[src/rtl/fft16_pkg.sv]
// Shared types and helpers for the 16-point FFT input framer.
// Holds default sizes, the sample type and the 4-bit bit-reverse helper.
package fft16_pkg;

  localparam int WIDTH_DEF = 16;
  localparam int N_DEF     = 16;
  localparam int ADDR_W    = 4;

  typedef logic signed [WIDTH_DEF-1:0] sample_t;

  function automatic logic [ADDR_W-1:0] bitrev4(
    input logic [ADDR_W-1:0] a
  );
    return {a[0], a[1], a[2], a[3]};
  endfunction

endpackage

[src/rtl/fft16_frame_bank.sv]
// One 16-entry {real, imag} register bank, single write port.
// Ports: clk, rst (sync, active-high), i_we/i_waddr/i_wxr/i_wxi write,
// o_xr/o_xi flattened read (entry k at bits [(k+1)*WIDTH-1 : k*WIDTH]).
module fft16_frame_bank
  import fft16_pkg::*;
#(
  parameter int WIDTH = WIDTH_DEF,
  parameter int N     = N_DEF
) (
  input  logic               clk,
  input  logic               rst,
  input  logic               i_we,
  input  logic [ADDR_W-1:0]  i_waddr,
  input  logic [WIDTH-1:0]   i_wxr,
  input  logic [WIDTH-1:0]   i_wxi,
  output logic [N*WIDTH-1:0] o_xr,
  output logic [N*WIDTH-1:0] o_xi
);

  logic [WIDTH-1:0] r_xr [N];
  logic [WIDTH-1:0] r_xi [N];

  for (genvar k = 0; k < N; k++) begin : g_ent
    logic w_hit;
    assign w_hit = i_we && (i_waddr == ADDR_W'(k));

    always_ff @(posedge clk) begin
      if (rst) begin
        r_xr[k] <= '0;
        r_xi[k] <= '0;
      end else if (w_hit) begin
        r_xr[k] <= i_wxr;
        r_xi[k] <= i_wxi;
      end
    end

    assign o_xr[k*WIDTH +: WIDTH] = r_xr[k];
    assign o_xi[k*WIDTH +: WIDTH] = r_xi[k];
  end

endmodule

[src/rtl/fft16_input_framer.sv]
// Ping-pong framer: serial complex samples -> 16-point flattened frames.
// Ports: clk, rst (sync, active-high); in_valid/in_ready/in_last,
// xr_in/xi_in sample input; out_valid/out_ready, out_xr/out_xi frame
// output (point k at bits [(k+1)*WIDTH-1 : k*WIDTH]); err_framing pulse.
// Build option: define FFT16_INPUT_BITREV_EN to store frames in
// bit-reversed point order (DIT stage-1 input order).
module fft16_input_framer
  import fft16_pkg::*;
#(
  parameter int WIDTH = WIDTH_DEF,
  parameter int N     = N_DEF
) (
  input  logic               clk,
  input  logic               rst,
  input  logic               in_valid,
  output logic               in_ready,
  input  logic               in_last,
  input  logic [WIDTH-1:0]   xr_in,
  input  logic [WIDTH-1:0]   xi_in,
  output logic               out_valid,
  input  logic               out_ready,
  output logic [N*WIDTH-1:0] out_xr,
  output logic [N*WIDTH-1:0] out_xi,
  output logic               err_framing
);

  logic [1:0]        r_full;
  logic              r_wr_bank;
  logic              r_rd_bank;
  logic [ADDR_W-1:0] r_wr_idx;
  logic              r_err;

  logic              w_accept;
  logic              w_consume;
  logic              w_idx_end;
  logic [ADDR_W-1:0] w_addr;
  logic              w_we0;
  logic              w_we1;

  logic [N*WIDTH-1:0] w_b0_xr;
  logic [N*WIDTH-1:0] w_b0_xi;
  logic [N*WIDTH-1:0] w_b1_xr;
  logic [N*WIDTH-1:0] w_b1_xi;

  assign in_ready  = ~r_full[r_wr_bank];
  assign out_valid = r_full[r_rd_bank];
  assign w_accept  = in_valid & in_ready;
  assign w_consume = out_valid & out_ready;
  assign w_idx_end = (r_wr_idx == ADDR_W'(N - 1));

`ifdef FFT16_INPUT_BITREV_EN
  assign w_addr = bitrev4(r_wr_idx);
`else
  assign w_addr = r_wr_idx;
`endif

  assign w_we0 = w_accept & ~r_wr_bank;
  assign w_we1 = w_accept &  r_wr_bank;

  fft16_frame_bank #(
    .WIDTH (WIDTH),
    .N     (N)
  ) u_bank0 (
    .clk     (clk),
    .rst     (rst),
    .i_we    (w_we0),
    .i_waddr (w_addr),
    .i_wxr   (xr_in),
    .i_wxi   (xi_in),
    .o_xr    (w_b0_xr),
    .o_xi    (w_b0_xi)
  );

  fft16_frame_bank #(
    .WIDTH (WIDTH),
    .N     (N)
  ) u_bank1 (
    .clk     (clk),
    .rst     (rst),
    .i_we    (w_we1),
    .i_waddr (w_addr),
    .i_wxr   (xr_in),
    .i_wxi   (xi_in),
    .o_xr    (w_b1_xr),
    .o_xi    (w_b1_xi)
  );

  // A completing write and a consume never target the same bank:
  // the write bank is only writable while its full flag is clear.
  always_ff @(posedge clk) begin
    if (rst) begin
      r_full    <= '0;
      r_wr_bank <= 1'b0;
      r_rd_bank <= 1'b0;
      r_wr_idx  <= '0;
      r_err     <= 1'b0;
    end else begin
      r_err <= 1'b0;
      if (w_accept) begin
        if (w_idx_end) begin
          r_full[r_wr_bank] <= 1'b1;
          r_wr_bank         <= ~r_wr_bank;
          r_wr_idx          <= '0;
          r_err             <= ~in_last;
        end else if (in_last) begin
          // Short frame: drop it, the bank is simply rewritten.
          r_wr_idx <= '0;
          r_err    <= 1'b1;
        end else begin
          r_wr_idx <= r_wr_idx + 1'b1;
        end
      end
      if (w_consume) begin
        r_full[r_rd_bank] <= 1'b0;
        r_rd_bank         <= ~r_rd_bank;
      end
    end
  end

  assign err_framing = r_err;

  always_comb begin
    out_xr = '0;
    out_xi = '0;
    if (out_valid) begin
      out_xr = r_rd_bank ? w_b1_xr : w_b0_xr;
      out_xi = r_rd_bank ? w_b1_xi : w_b0_xi;
    end
  end

endmodule
[config.mk]
export PLATFORM = sky130hd
export DESIGN_NAME = fft16_input_framer
export DESIGN_NICKNAME = d
export VERILOG_FILES = /design/src/rtl/fft16_pkg.sv /design/src/rtl/fft16_frame_bank.sv /design/src/rtl/fft16_input_framer.sv
export SDC_FILE = /design/constraint.sdc
export NUM_CORES = 2
export LEC_CHECK = 0
export BUFFER_PORTS_ARGS = -buffer_cell sky130_fd_sc_hd__buf_2
export CORE_MARGIN = 5
export CORE_UTILIZATION = 63
export DETAILED_ROUTE_END_ITERATION = 10
export PLACE_DENSITY = 0.95
export REMOVE_ABC_BUFFERS = 1
export SLEW_MARGIN = 20
export SYNTH_ARGS = -nofsm -noshare
export SYNTH_HDL_FRONTEND = slang
export SYNTH_SLANG_ARGS = --single-unit
[constraint.sdc]
create_clock -name clk -period 7.5 [get_ports clk]
set_input_delay 1.125 -clock clk [delete_from_list [all_inputs] [get_ports clk]]
set_output_delay 1.125 -clock clk [all_outputs]
set_load 0.1 [all_outputs]
==> impl_metrics.tcl <==
set metrics [dict create \
    totalPowerFinal_uw 12000 \
    power.density_nw_per_um2 225 \
    core_region_area_um2 74100 \
    worstSetupEndpointType "output pin" \
    slew-limit-headroom 0.226 \
    initial_utilization 0.632 \
    synth_cells 3531 \
    place.detailed.instances 4786 \
    areaGrowthSynthToFinish_pct 13.9 \
    crit_path_cell_trace "buf_12, buf_4, mux2i_1, nor2_1, buf_2" \
    crit_type "register to output pin" \
    layout.cells.non_filler 4975 \
    place.gp.congestion 0.883 \
    tritoncts "done" \
    synth_top_area_cell "edfxtp_1" \
    synth_largest_type_area_fraction 0.657 \
    cts.clk_slew.worst_paths_ns 0.06 \
    timing.critical_path.slowest_cell_delay_ns 1.03 \
    global_route.overflow_total 0 \
    finalSetupViolCount 0 \
    placementRows 100 \
    grt_pass1_vias 29400 \
    grt_max_degree 211 \
    status "complete, no violations" \
    tritoncts.num_buffers 98 \
    cts_post_setup_buffers_inserted 0 \
    worst-endpoint-required_ns 6.38 \
    slew_viol_final 0 \
    clk-insertion-delay-late_ns 0.64 \
    worst_ep_arrival_time_ns 4.05 \
    clock_sinks 1033 \
    top_ports 552 \
    max_cap_violations 0 \
    synthesis.area_um2 46800 \
    detailed_route_wire_length_per_cell_um 26.0 \
    drt_wl_total_um 129000 \
    fraction_of_layout_instances_using_a_drive_strength_above_1 0.202 \
    yosys_warnings 0 \
    h-tree-depth 3 \
    critical-path-top-delay-family "buffers and inverters" \
    holdCritPathClass "register to register" \
    cp-start-kind "register" \
    chipHeight_um 283 \
    grt_usage 0.313 \
    postCtsResizedCells 0 \
    timing.critical_path.slowest_stage_cell "dfxtp_4" \
    ctsRootBufferMaster "clkbuf_16" \
    netlist-cell-type-count 41 \
    cellLeakagePower_uw 0.0201 \
    chipWidth_um 283 \
    synth.top_cells.by_area "edfxtp_1, and2_1, mux2i_1, nor2_1, clkbuf_1" \
    detailroute.via_count 30000 \
    portBuffers 551 \
    die-area_um2 79800 \
    setup_total_negative_slack_ns 0 \
    synth.avg_cell_area_um2 13.3 \
    finalWorstPathRequiredPeriod_ns 5.18 \
    detail_route.drc_violations 0 \
    finalNetCount 3962 \
    path_buf_inv 3 \
    place.detailed.hpwl_um 73300 \
    worst_slew_pin_slew_ns 1.16 \
    postSynthRegisterBits 1033 \
    fin_crit_sh 0.690 \
    drt_pre_antenna_iters 6 \
    worst_clock_skew_ns 0.0209 \
    antenna_left 0 \
    cts_max_path_buffers 3 \
    grt_antenna_before_repair 8 \
    fmaxAchievable_mhz 193 \
    power.ir.vdd_worst_v 0.000232 \
    postCtsHoldBufs 0 \
    cp_max_fo 115 \
    synth-seq-area-share 0.661 \
    finalHoldViolations 0 \
    route.detailed.vias_per_inst 6.04 \
    drt_iter0_markers 4316 \
    first_pass_grt_wire_length_um 184000 \
    unrepaired_setup_endpoints_after_global_routing "false" \
]
[layout by cell type, fill, tap and decap left out, drive strengths merged]
cell type / n
and4b: 1
clkbuf: 120
nand4: 4
diode: 8
nand2b: 1
o311ai: 1
ha: 4
nand4bb: 1
a311oi: 1
inv: 9
buf: 612
a31oi: 2
nand2: 2
mux2: 1
or2: 1
nand3b: 9
bufinv: 10
a2bb2oi: 1
nor2: 546
and2: 1024
edfxtp: 1024
and3: 1
o31ai: 1
or3b: 4
or3: 1
nor4: 2
xnor2: 1
dfxtp: 9
mux2i: 513
clkinvlp: 5
o21ai: 34
or4b: 1
o221a: 1
and4: 1
a21oi: 4
clkinv: 39
nand3: 6
nor3: 1
[logic make-up (layout without fill, tap and decap cells)]
| logic type | after synthesis | after routing | synth area share |
|---|---|---|---|
| simple gates | 1606 | 1606 | 0.190 |
| flops | 1033 | 1033 | 0.661 |
| other cells | 0 | 8 | 0 |
| fa+ha+maj | 4 | 4 | 0.00107 |
| buf+inv | 328 | 795 | 0.0328 |
| mux | 514 | 514 | 0.110 |
| compound gates | 45 | 45 | 0.00529 |
| xor+xnor | 1 | 1 | 0.000187 |
[path summary, 6_finish.rpt]
kind,cells after the start,from,end,slack [ns]
hold reg to reg,2,r_wr_idx[1]$_SDFFE_PP0N_,r_wr_idx[1]$_SDFFE_PP0N_,0.57
setup reg to reg,3,r_wr_idx[0]$_SDFFE_PP0N_,u_bank1.r_xi[0][25]$_SDFFCE_PN0P_,4.63
setup / recovery,5,r_rd_bank$_SDFFE_PP0P_,out_xi[62],2.32
hold / removal,2,r_wr_idx[1]$_SDFFE_PP0N_,r_wr_idx[1]$_SDFFE_PP0N_,0.57
[worst min-delay path: stages (launching register included)]
cell and delay [ns]:
dfxtp_1 0.36, o21ai_0 0.10, a21oi_1 0.06
[cell usage after synthesis]
cell and n:
o311ai_0 1, buf_6 31, and2_1 1024, nand4bb_1 1, nor3_1 1, nor2_1 532
buf_12 1, or2_2 1, o221a_2 1, nor2_8 10, inv_1 6, nand2b_1 1
nor2_2 4, ha_1 4, a311oi_1 1, a2bb2oi_1 1, a21oi_1 4, and4b_1 1
nand3b_1 9, edfxtp_1 1024, nand3_1 6, buf_2 37, and4_1 1, buf_4 1
mux2_2 1, mux2i_1 513, or3b_2 4, a31oi_1 2, or4b_1 1, nand4_1 4
dfxtp_1 9, o31ai_1 1, or3_1 1, nor4_1 2, buf_1 3, clkbuf_2 3
nand2_1 2, clkbuf_1 246, o21ai_0 34, and3_1 1, xnor2_1 1
[area by class of cell]
class                      count  area (um^2)
sequential                  1033        30900
fill                        4394        20800
multi-input combinational   2170        14600
timing repair buffer         612         3380
clock buffer                 120         2570
tap                          969         1210
clock inverter                57          578
inverter                       6         22.5
antenna                        8         20.0
[state kept, by name, summed over array words and instances, names as in the netlist, 2 cells and up]
register / cells
u_bank0.r_xi: 256
r_full: 2
u_bank0.r_xr: 256
u_bank1.r_xi: 256
r_wr_idx: 4
u_bank1.r_xr: 256
[per-stage QoR]
step	area [um^2]	util	hold WS (ns)	setup slack, ns
6_report	53300	0.719	0.565	2.32
5_1_grt	53300	0.719	0.622	2.20
4_1_cts	53100	0.717	0.558	2.34
3_5_place_dp	50000	0.675	0.550	3.01
3_3_place_gp	49900	0.674	0.527	3.09
2_1_floorplan	45300	-	0.498	-78.26
[metal layers]
layer | share of wire | vias to the layer above | global-route usage
met5 | 0.00010 | - | 0
met4 | 0.062 | 2 | 0.169
met3 | 0.11 | 448 | 0.0536
met2 | 0.49 | 2185 | 0.518
met1 | 0.34 | 14500 | 0.399
li1 | - | 12900 | -
[report_power, final]
part	switching [uW]	total, uW	internal (uW)
combinational	365	446	81.1
clock	2110	4890	2780
sequential	77.3	6630	6560
total	2550	12000	9420
Note: power is estimated with default switching activity, not from simulation.
